File: src/rtl/uart_rx_timing_counter.sv
// uart_rx_timing_counter: bit/frame timing generator for an oversampling UART
// receiver. Counts clocks within each bit (edge_count) and bits within each
// frame (bit_count), and decodes mid-bit sample, bit-done and frame-done pulses.
// Optional feature: define UART_RX_OVERSAMPLE3_EN for three mid-bit samples
// (majority voting); default build emits a single sample at mid-bit.
module uart_rx_timing_counter #(
   parameter int unsigned PRESCALE_W = 6,
   parameter int unsigned BIT_CNT_W  = 4
) (
   input  logic                  clk,
   input  logic                  rst,
   input  logic [PRESCALE_W-1:0] prescale,
   input  logic [BIT_CNT_W-1:0]  frame_bits,
   input  logic                  counter_enable,
   output logic [PRESCALE_W-1:0] edge_count,
   output logic [BIT_CNT_W-1:0]  bit_count,
   output logic                  sample_strobe,
   output logic                  bit_done,
   output logic                  frame_done,
   output logic                  cfg_err
);

   localparam logic [PRESCALE_W-1:0] P_MIN = PRESCALE_W'(4);
   localparam logic [PRESCALE_W-1:0] P_MAX = {{(PRESCALE_W-1){1'b1}}, 1'b0};
   localparam logic [BIT_CNT_W-1:0]  F_MIN = BIT_CNT_W'(2);

   typedef enum logic {
      ST_IDLE = 1'b0,
      ST_RUN  = 1'b1
   } state_t;

   state_t                r_state;
   logic [PRESCALE_W-1:0] r_edge;
   logic [BIT_CNT_W-1:0]  r_bit;
   logic [PRESCALE_W-1:0] r_p;
   logic [BIT_CNT_W-1:0]  r_f;
   logic                  r_cfg_err;

   logic                  w_cfg_valid;
   logic                  w_run_en;
   logic                  w_last_edge;
   logic                  w_last_bit;
   logic [PRESCALE_W-1:0] w_mid;
   logic                  w_bit_done;
   logic                  w_frame_done;
   logic                  w_strobe;

   // Start-time configuration check on the live inputs (only consulted in IDLE)
   assign w_cfg_valid = ~prescale[0] && (prescale >= P_MIN) && (prescale <= P_MAX)
                        && (frame_bits >= F_MIN);

   // Pulse decode from registered state and latched configuration only
   assign w_run_en     = (r_state == ST_RUN) && counter_enable;
   assign w_last_edge  = (r_edge == (r_p - PRESCALE_W'(1)));
   assign w_last_bit   = (r_bit == (r_f - BIT_CNT_W'(1)));
   assign w_mid        = r_p >> 1;
   assign w_bit_done   = w_run_en && w_last_edge;
   assign w_frame_done = w_bit_done && w_last_bit;

`ifdef UART_RX_OVERSAMPLE3_EN
   // Three samples centred on mid-bit; P >= 4 keeps mid-1 and mid+1 in range
   assign w_strobe = w_run_en && ((r_edge == (w_mid - PRESCALE_W'(1))) ||
                                  (r_edge == w_mid) ||
                                  (r_edge == (w_mid + PRESCALE_W'(1))));
`else
   // Single sample at mid-bit
   assign w_strobe = w_run_en && (r_edge == w_mid);
`endif

   assign edge_count    = r_edge;
   assign bit_count     = r_bit;
   assign sample_strobe = w_strobe;
   assign bit_done      = w_bit_done;
   assign frame_done    = w_frame_done;
   assign cfg_err       = r_cfg_err;

   // IDLE/RUN state machine with edge/bit counters and config latch
   always_ff @(posedge clk or negedge rst) begin
      if (!rst) begin
         r_state   <= ST_IDLE;
         r_edge    <= '0;
         r_bit     <= '0;
         r_p       <= '0;
         r_f       <= '0;
         r_cfg_err <= 1'b0;
      end else begin
         case (r_state)
            ST_IDLE: begin
               r_edge <= '0;
               r_bit  <= '0;
               if (counter_enable) begin
                  if (w_cfg_valid) begin
                     r_p       <= prescale;
                     r_f       <= frame_bits;
                     r_cfg_err <= 1'b0;
                     r_state   <= ST_RUN;
                  end else begin
                     r_cfg_err <= 1'b1;
                  end
               end else begin
                  r_cfg_err <= 1'b0;
               end
            end
            ST_RUN: begin
               if (!counter_enable || w_frame_done) begin
                  // Abort or frame complete: one IDLE cycle before any restart
                  r_state <= ST_IDLE;
                  r_edge  <= '0;
                  r_bit   <= '0;
               end else if (w_bit_done) begin
                  r_edge <= '0;
                  r_bit  <= r_bit + BIT_CNT_W'(1);
               end else begin
                  r_edge <= r_edge + PRESCALE_W'(1);
               end
            end
            default: begin
               r_state <= ST_IDLE;
               r_edge  <= '0;
               r_bit   <= '0;
            end
         endcase
      end
   end

endmodule

File: config.mk
export PLATFORM = sky130hd
export DESIGN_NAME = uart_rx_timing_counter
export DESIGN_NICKNAME = d
export VERILOG_FILES = /design/src/rtl/uart_rx_timing_counter.sv
export SDC_FILE = /design/constraint.sdc
export NUM_CORES = 1
export LEC_CHECK = 0
export CAP_MARGIN = 20
export CORE_UTILIZATION = 41
export CTS_BUF_LIST = sky130_fd_sc_hd__clkbuf_8
export DETAILED_ROUTE_END_ITERATION = 8
export GPL_TIMING_DRIVEN = 0
export HOLD_SLACK_MARGIN = 0.08
export PLACE_DENSITY_LB_ADDON = 0.08
export SLEW_MARGIN = 25
export SYNTH_ARGS = -nofsm -noshare
export SYNTH_HDL_FRONTEND = slang
export SYNTH_SLANG_ARGS = --single-unit
File: constraint.sdc
create_clock -name clk -period 4 [get_ports clk]
set_input_delay 0.4 -clock clk [delete_from_list [all_inputs] [get_ports clk]]
set_output_delay 0.4 -clock clk [all_outputs]
set_load 0.02 [all_outputs]
==> out/metrics.csv, run 1 <==
metric;value;unit
stdcell_count;200;
finalPower;600;uW
finalClockSkew;6.25;ps
synth.net_count;144;
grt_usage;18.5;%
core-area;3050;um2
cts_sinks;22;
die_height;58.9;um
wl_met3;115;um
path_cells;clkbuf_1, nor2b_1, or3_1, a31o_2, nor4_1, clkdlybuf4s50_1;
insertion_delay;260;ps
cts_buffers;3;
drt_first_pass_iters;4;
rows;20;
p_leak;0.000643;uW
register_area;551;um2
viasPerCell;5.31;
netlist_area;1330;um2
final_max_slew_viol_count;0;
fmax;321;MHz
syn_to_final_growth;26.5;%
grt_start_max_net_pins;23;
dieWidth;58.9;um
finalSetupViolCount;0;
status;finished clean;
peakVddDrop;0.000191;V
min_period;3110;ps
dieArea;3470;um2
synth-edff-count;0;
drt-wirelength-per-cell;13.8;um
grt_pass1_vias;1010;
clk_pin_slew;80;ps
cts-root-buf;clkbuf_8;
wl_met1;1.34;mm
cellPowerDensity;357;nW/um2
drc;0;
crit_type;reg -> out;
cts_hold_buffers;0;
synth_area_per_cell;10.5;um2
initial_utilization;43.5;%
antenna_found_initial;0;
end_kind;output port;
yosys_warnings;0;
hold_viol;0;
cts-root-to-sink-buffers;2;
ctsResizeCount;0;
fill_cells;302;
cts_htree_levels;1;
crit_start;edge_count[2]$_DFF_PN0_;
layout.nets;175;
n_antenna_cell;0;
tritoncts;built;
drt_iter0_drc;30;
max_stage_delay;660;ps
drive_above_1_share;13.5;%
overflow;0;
io_buffers;26;
synthCells;127;
start_kind;flop;
synth_seq_area_share;41.5;%
synth_cell_types;36;
multi_input_area;743;um2
ant_nets;0;
hold_class;in -> async;
globalplace.congestion;0.805;
tightest_slew;622;ps
async_flop_share;100;%
io_pins;27;
utilization;55.0;%
drt_wl_total;2.77;mm
ys_ff_latch;22;
highest_layer;met4;
rsz0062_at_grt;false;
crit_required;3600;ps
crit_fanout;8;
vias;1062;
regToRegStartpoint;r_p[2]$_DFFE_PN0P_;
synthFlopType;dfrtp_1;
tns;0;ps
arrival;2710;ps
placed_cells;197;
dr_wl_met2;1.28;mm
postCtsSetupBuffers;0;
grt_pass1_wl;4.73;mm
slew_headroom;58.5;%
max_cap_violations;0;
dp_hpwl;2.13;mm
min_period_over_period;77.8;%
slowest_stage;clkdlybuf4s50_1;
==> power by group <==
part	leakage [uW]	internal [uW]	switching, uW
sequential	0.000286	248	36.3
combinational	0.000335	87.3	94.0
clock	0.0000216	67.1	67.0
total	0.000643	403	197
==> final timing paths <==
| kind | end | slack, ps | cells past startpoint |
|---|---|---|---|
| setup / recovery | frame_done | 890 | 6 |
| hold / removal | edge_count[2]$_DFF_PN0_ | 100 | 1 |
| setup reg to reg | r_state$_DFF_PN0_ | 2030 | 5 |
| hold reg to reg | cfg_err$_DFFE_PN0N_ | 500 | 2 |
| max in group asynchronous | r_f[0]$_DFFE_PN0P_ | 3560 | 1 |
| min in group clk | cfg_err$_DFFE_PN0N_ | 500 | 2 |
==> placed cells by master (no fill, tap or decap), drive strengths merged, types with 2 or more instances in the layout <==
master,count
nor3,13
mux2,6
o21ai,7
nor2,4
xor2,10
a31oi,2
nor4,4
dfrtp,22
clkdlybuf4s50,25
o2bb2ai,2
a211oi,2
xnor2,11
nand4,3
nor2b,2
inv,5
clkbuf,7
a21oi,2
ha,4
nand3,5
nand2,6
==> Yosys cell counts (all sizes together), types with 2 or more instances <==
master	instances	area, um2
o2bb2ai	2	17.5
o21ai	7	35.0
nor3	13	90.1
nor2b	2	12.5
nand2	6	22.5
a211oi	2	15.0
inv	5	18.8
xor2	10	87.6
mux2	6	67.6
ha	4	50.1
nand3	5	25.0
dfrtp	22	551
xnor2	11	96.3
nor2	4	22.5
a21oi	2	10.0
a31oi	2	12.5
nand4	3	18.8
clkbuf	4	15.0
nor4	4	31.3
==> flip-flops by register name, summed over array words and instances (netlist names) <==
name / cells
edge_count: 6
r_f: 4
r_p: 6
cfg_err: 1
r_state: 1
bit_count: 4
==> final cells by class <==
type | instances | area share, %
buffer | 4 | 0.894
tap | 44 | 3.28
multi-input combinational | 96 | 44.3
clock buffer | 3 | 2.46
sequential | 22 | 32.8
timing repair buffer | 26 | 15.2
inverter | 5 | 1.12
==> cell families after synthesis <==
| family | after synthesis | synth area share (%) |
|---|---|---|
| fa+ha+maj | 4 | 3.77 |
| xor+xnor | 21 | 13.9 |
| mux | 6 | 5.09 |
| compound gates | 21 | 12.0 |
| buf+inv | 9 | 2.54 |
| simple gates | 44 | 21.3 |
| flops | 22 | 41.5 |
==> critical path: cells and delay by family, from the launching register on <==
family,cells,cell delay [ps]
flip-flops,1,380
AO/OA/AOI/OAI,1,320
AND/OR/NAND/NOR,3,880
buffers and inverters,2,880
==> through the flow <==
stage | setup slack [ps] | hold WS, ps | instance area (um2)
floorplan | 1430 | 104 | 1330
global placement | 1260 | 476 | 1640
detailed placement | 1210 | 490 | 1640
CTS | 915 | 512 | 1680
global route | 751 | 123 | 1680
finish | 888 | 97.0 | 1680
==> per-layer routing <==
| metal | vias to the layer above | track usage (%) |
|---|---|---|
| met3 | 5 | 3.30 |
| met5 | - | 0 |
| met2 | 32 | 29.1 |
| li1 | 516 | - |
| met1 | 509 | 25.6 |
| met4 | 0 | 6.12 |
Note: power is estimated with default switching activity, not from simulation.
==> run 2, diff against run 1 <==
==> constraint.sdc (replaced) <==
create_clock -name clk -period 3 [get_ports clk]
set_input_delay 0.3 -clock clk [delete_from_list [all_inputs] [get_ports clk]]
set_output_delay 0.3 -clock clk [all_outputs]
set_load 0.02 [all_outputs]
==> out/metrics.csv, run 2 (synthesis results as in run 1) <==
metric;value;unit;change
status;finished clean;;
syn_to_final_growth;27.4;%;
drt-wirelength-per-cell;13.8;um;-0.32%
grt_usage;18.5;%;unchanged
hp-start;cfg_err$_DFFE_PN0N_;;
ant_nets;0;;unchanged
cellPowerDensity;473;nW/um2;+33%
crit_type;reg -> out;;
min_period;2860;ps;
drc;0;;unchanged
final_common_cell;clkdlybuf4s50_1;;
tns;0;ps;unchanged
overflow;0;;unchanged
cts-root-buf;clkbuf_8;;
p_leak;0.000666;uW;+3.6%
die_height;58.9;um;unchanged
crit_fanout;8;;unchanged
initial_utilization;43.5;%;unchanged
layout_common_cells;24 x clkdlybuf4s50_1, 22 x dfrtp_1, 11 x xnor2_1, 10 x xor2_1, 8 x nor3_1;;
peakVddDrop;0.000254;V;+33%
arrival;2560;ps;-150 ps
crit_path_end;bit_done;;
reg2reg_to;r_state$_DFF_PN0_;;
drive_above_1_share;13.4;%;-0.086 points
regToRegStartpoint;r_p[2]$_DFFE_PN0P_;;
grt_pass1_vias;1010;;unchanged
end_kind;output port;;
crit_start;edge_count[2]$_DFF_PN0_;;
rsz0062_at_grt;false;;
drt_wl_total;2.77;mm;+0.18%
io_pins;27;;unchanged
layout.nets;176;;+0.57%
tritoncts;built;;
stdcell_count;201;;+0.50%
holdPathStages;2;;
final_max_slew_viol_count;0;;unchanged
min_period_over_period;95.2;%;
cts_sinks;22;;unchanged
grt_pass1_wl;4.73;mm;unchanged
dieArea;3470;um2;unchanged
io_buffers;26;;unchanged
insertion_delay;260;ps;about the same
finalSetupViolCount;0;;unchanged
dp_hpwl;2.13;mm;unchanged
cts_buffers;3;;unchanged
max_cap_violations;0;;unchanged
drt_first_pass_iters;4;;unchanged
clk_pin_slew;80;ps;about the same
finalPower;801;uW;+33%
placed_cells;197;;unchanged
n_antenna_cell;0;;unchanged
fill_cells;300;;-0.66%
crit_required;2700;ps;-900 ps
globalplace.congestion;0.805;;unchanged
reg2reg_depth;5;;unchanged
multi_input_area;743;um2;unchanged
cts_htree_levels;1;;unchanged
core-area;3050;um2;unchanged
viasPerCell;5.29;;-0.31%
register_area;551;um2;unchanged
finalClockSkew;6.25;ps;unchanged
drt_iter0_drc;31;;+3.3%
cts-root-to-sink-buffers;2;;unchanged
fmax;350;MHz;
tightest_slew;622;ps;unchanged
antenna_found_initial;0;;unchanged
rows;20;;unchanged
ff2ff_setup_slack;1030;ps;-1000 ps
slew_headroom;58.5;%;unchanged
vias;1064;;+0.19%
grt_start_max_net_pins;23;;unchanged
hold_viol;0;;unchanged
hold_class;reg -> reg;;
start_kind;flop;;
dieWidth;58.9;um;unchanged
-- run 2: cell count changes in the layout (fill, tap and decap cells not counted), sizes merged --
cell,change
clkdlybuf4s50,-1
dlygate4sd3,+1
dlymetal6s2s,+1
-- run 2: where the power goes --
group	switching [uW]	internal (uW)
Sequential	48.4	331
Clock	89.3	89.4
Combinational	125	117
Total	263	538
-- run 2: routing by layer --
layer / global-route usage, % / part of all wire [%] / up-vias
met5: 0 / 0 / -
met4: 6.12 / 1.1 / 0
met3: 3.30 / 4.1 / 5
met2: 29.1 / 46 / 32
met1: 25.6 / 49 / 509
li1: - / - / 518
-- run 2: final cells by class --
| class | instances | area share [%] |
|---|---|---|
| Multi-Input combinational cell | 96 | 43.9 |
| Sequential cell | 22 | 32.5 |
| Timing Repair Buffer | 27 | 15.8 |
| Tap cell | 44 | 3.25 |
| Clock buffer | 3 | 2.44 |
| Inverter | 5 | 1.11 |
| Buffer | 4 | 0.888 |
-- run 2: worst min-delay path by stage --
stage / to / slack [ps]
6_report: cfg_err$_DFFE_PN0N_ / 500
5_1_grt: cfg_err$_DFFE_PN0N_ / 560
4_1_cts: cfg_err$_DFFE_PN0N_ / 510
3_5_place_dp: cfg_err$_DFFE_PN0N_ / 490
3_3_place_gp: cfg_err$_DFFE_PN0N_ / 480
2_1_floorplan: bit_count[0]$_DFFE_PN0P_ / 4
-- run 2: what timing repair did --
item / 4_1_cts / 5_1_grt
hold buffers: 0 / 1
hold endpoints to repair: 0 / 22
endpoints found under the setup margin: 0 / 1
resized for setup: 0 / 1
setup buffers: 0 / 0
-- run 2: critical path: stages, from the launching register on --
cell	delay [ps]
dfrtp_1	380
clkbuf_1	220
nor2b_1	190
or3_1	370
a31o_2	320
nor3_1	190
clkdlybuf4s50_1	630
-- run 2: stage by stage --
stage               cell area [um2]  hold WS [ps]  worst slack, ps  utilization [%]
CTS                            1680           512             14.9             55.2
global placement               1640           476              356             53.8
finish                         1690           505              143             55.4
detailed placement             1640           490              315             53.8
floorplan                      1330          4.41              533                -
global route                   1690           564             23.6             55.4
==> run 3, diff against run 2 <==
--- a/config.mk
+++ b/config.mk
@@ -9,6 +9,7 @@
 export CORE_UTILIZATION = 41
 export CTS_BUF_LIST = sky130_fd_sc_hd__clkbuf_8
 export DETAILED_ROUTE_END_ITERATION = 8
+export DONT_BUFFER_PORTS = 1
 export GPL_TIMING_DRIVEN = 0
 export HOLD_SLACK_MARGIN = 0.08
 export PLACE_DENSITY_LB_ADDON = 0.08
==> out/metrics.csv, run 3 (synthesis results as in run 1) <==
metric;value;unit;change
status;finished clean;;
path_cells;clkbuf_1, nor2b_1, or3_1, a31o_2, nor4_2;;
end_kind;output port;;
grt_usage;17.8;%;-0.65 points
initial_utilization;43.5;%;unchanged
slowest_stage;nor4_2;;
p_leak;0.000564;uW;-15%
cts-root-buf;clkbuf_8;;
crit_path_end;frame_done;;
drt_wl_total;2.70;mm;-2.5%
hold_class;in -> reg;;
cts_sinks;22;;unchanged
regToRegStartpoint;edge_count[2]$_DFF_PN0_;;
start_kind;flop;;
drt_iter0_drc;15;;-52%
tns;0;ps;unchanged
tritoncts;built;;
min_period_over_period;90.3;%;-4.9 points
finalSetupViolCount;0;;unchanged
crit_required;2700;ps;about the same
syn_to_final_growth;9.90;%;
grt_pass1_wl;4.57;mm;-3.4%
io_buffers;0;;-100%
crit_family;simple AND/OR/NAND/NOR gates;;
globalplace.congestion;0.776;;-3.6%
peakVddDrop;0.000308;V;+21%
max_cap_violations;0;;unchanged
rsz0062_at_grt;false;;
clk_pin_slew;80;ps;about the same
reg2reg_to;bit_count[3]$_DFFE_PN0P_;;
rows;20;;unchanged
overflow;0;;unchanged
cp.depth;5;;-1
final_common_cell;dfrtp_1;;
tightest_slew;919;ps;+297 ps
core-area;3050;um2;unchanged
slew_headroom;38.2;%;-20 points
postCtsSetupBuffers;0;;unchanged
dp_hpwl;2.10;mm;-0.98%
io_pins;27;;unchanged
fmax;369;MHz;+5.5%
min_period;2710;ps;-148 ps
vias;983;;-7.6%
crit_type;reg -> out;;
cts_htree_levels;1;;unchanged
antenna_found_initial;0;;unchanged
final_max_slew_viol_count;0;;unchanged
drt_first_pass_iters;4;;unchanged
reg2reg_depth;6;;+1
insertion_delay;260;ps;about the same
grt_pass1_vias;985;;-2.5%
drive_above_1_share;17.3;%;+3.9 points
layout_common_cells;22 x dfrtp_1, 11 x xnor2_1, 10 x xor2_1, 8 x nor3_1;;
layout.nets;151;;-14%
hold_viol;0;;unchanged
arrival;2410;ps;-150 ps
viasPerCell;5.55;;+4.9%
drc;0;;unchanged
grt_start_max_net_pins;23;;unchanged
cts_buffers;3;;unchanged
dieWidth;58.9;um;unchanged
dieArea;3470;um2;unchanged
ff2ff_setup_slack;970;ps;-60 ps
whs;158;ps;-347 ps
drt-wirelength-per-cell;15.3;um;+11%
cellPowerDensity;557;nW/um2;+18%
crit_start;edge_count[2]$_DFF_PN0_;;
path_buf_inv;1;;-1
ant_nets;0;;unchanged
cts-root-to-sink-buffers;2;;unchanged
die_height;58.9;um;unchanged
crit_fanout;8;;unchanged
max_stage_delay;570;ps;-60 ps
n_antenna_cell;0;;unchanged
finalClockSkew;5.72;ps;-0.530 ps
run 3: stage by stage:
step                utilization, %  setup slack (ps)  std cells  total power [uW]  instance area (um2)
floorplan                        -               533        127               555                 1330
global placement              45.3               356        171               590                 1380
detailed placement            45.3               324        171               600                 1380
CTS                           47.4              22.3        176               820                 1450
global route                  47.8               121        177               864                 1460
finish                        47.8               291        177               813                 1460
run 3: worst min-delay path by stage:
stage | to | startpoint | slack (ps) | cells after the start
6_report | r_f[0]$_DFFE_PN0P_ | frame_bits[0] | 160 | 2
5_1_grt | r_f[1]$_DFFE_PN0P_ | frame_bits[1] | 170 | 2
4_1_cts | r_f[0]$_DFFE_PN0P_ | frame_bits[0] | 160 | 2
3_5_place_dp | edge_count[2]$_DFF_PN0_ | rst | 5 | 0
3_3_place_gp | edge_count[2]$_DFF_PN0_ | rst | 5 | 0
2_1_floorplan | bit_count[0]$_DFFE_PN0P_ | rst | 4 | 0
run 3: timing repair:
| action | in CTS | in global routing |
|---|---|---|
| endpoints found under the hold margin | 22 | 22 |
| hold buffers | 1 | 1 |
| gates resized for setup | 0 | 1 |
| endpoints found under the setup margin | 0 | 1 |
run 3: power breakdown:
| part | switching [uW] | internal (uW) |
|---|---|---|
| combinational | 119 | 99.0 |
| sequential | 51.6 | 331 |
| clock | 95.9 | 117 |
run 3: layout make-up:
class / instances / area, um2
clock buffers: 4 / 55.1
repair buffers: 2 / 15.0
plain buffers: 4 / 15.0
fillers: 314 / 1590
multi-input cells: 96 / 749
well taps: 44 / 55.1
flip-flops and latches: 22 / 551
inverters: 5 / 18.8
run 3: routing by layer:
metal | track usage [%] | share of wire [%]
met1 | 24.7 | 50
met2 | 28.4 | 46
met3 | 3.30 | 3.9
met4 | 5.10 | 0.63
met5 | 0 | 0
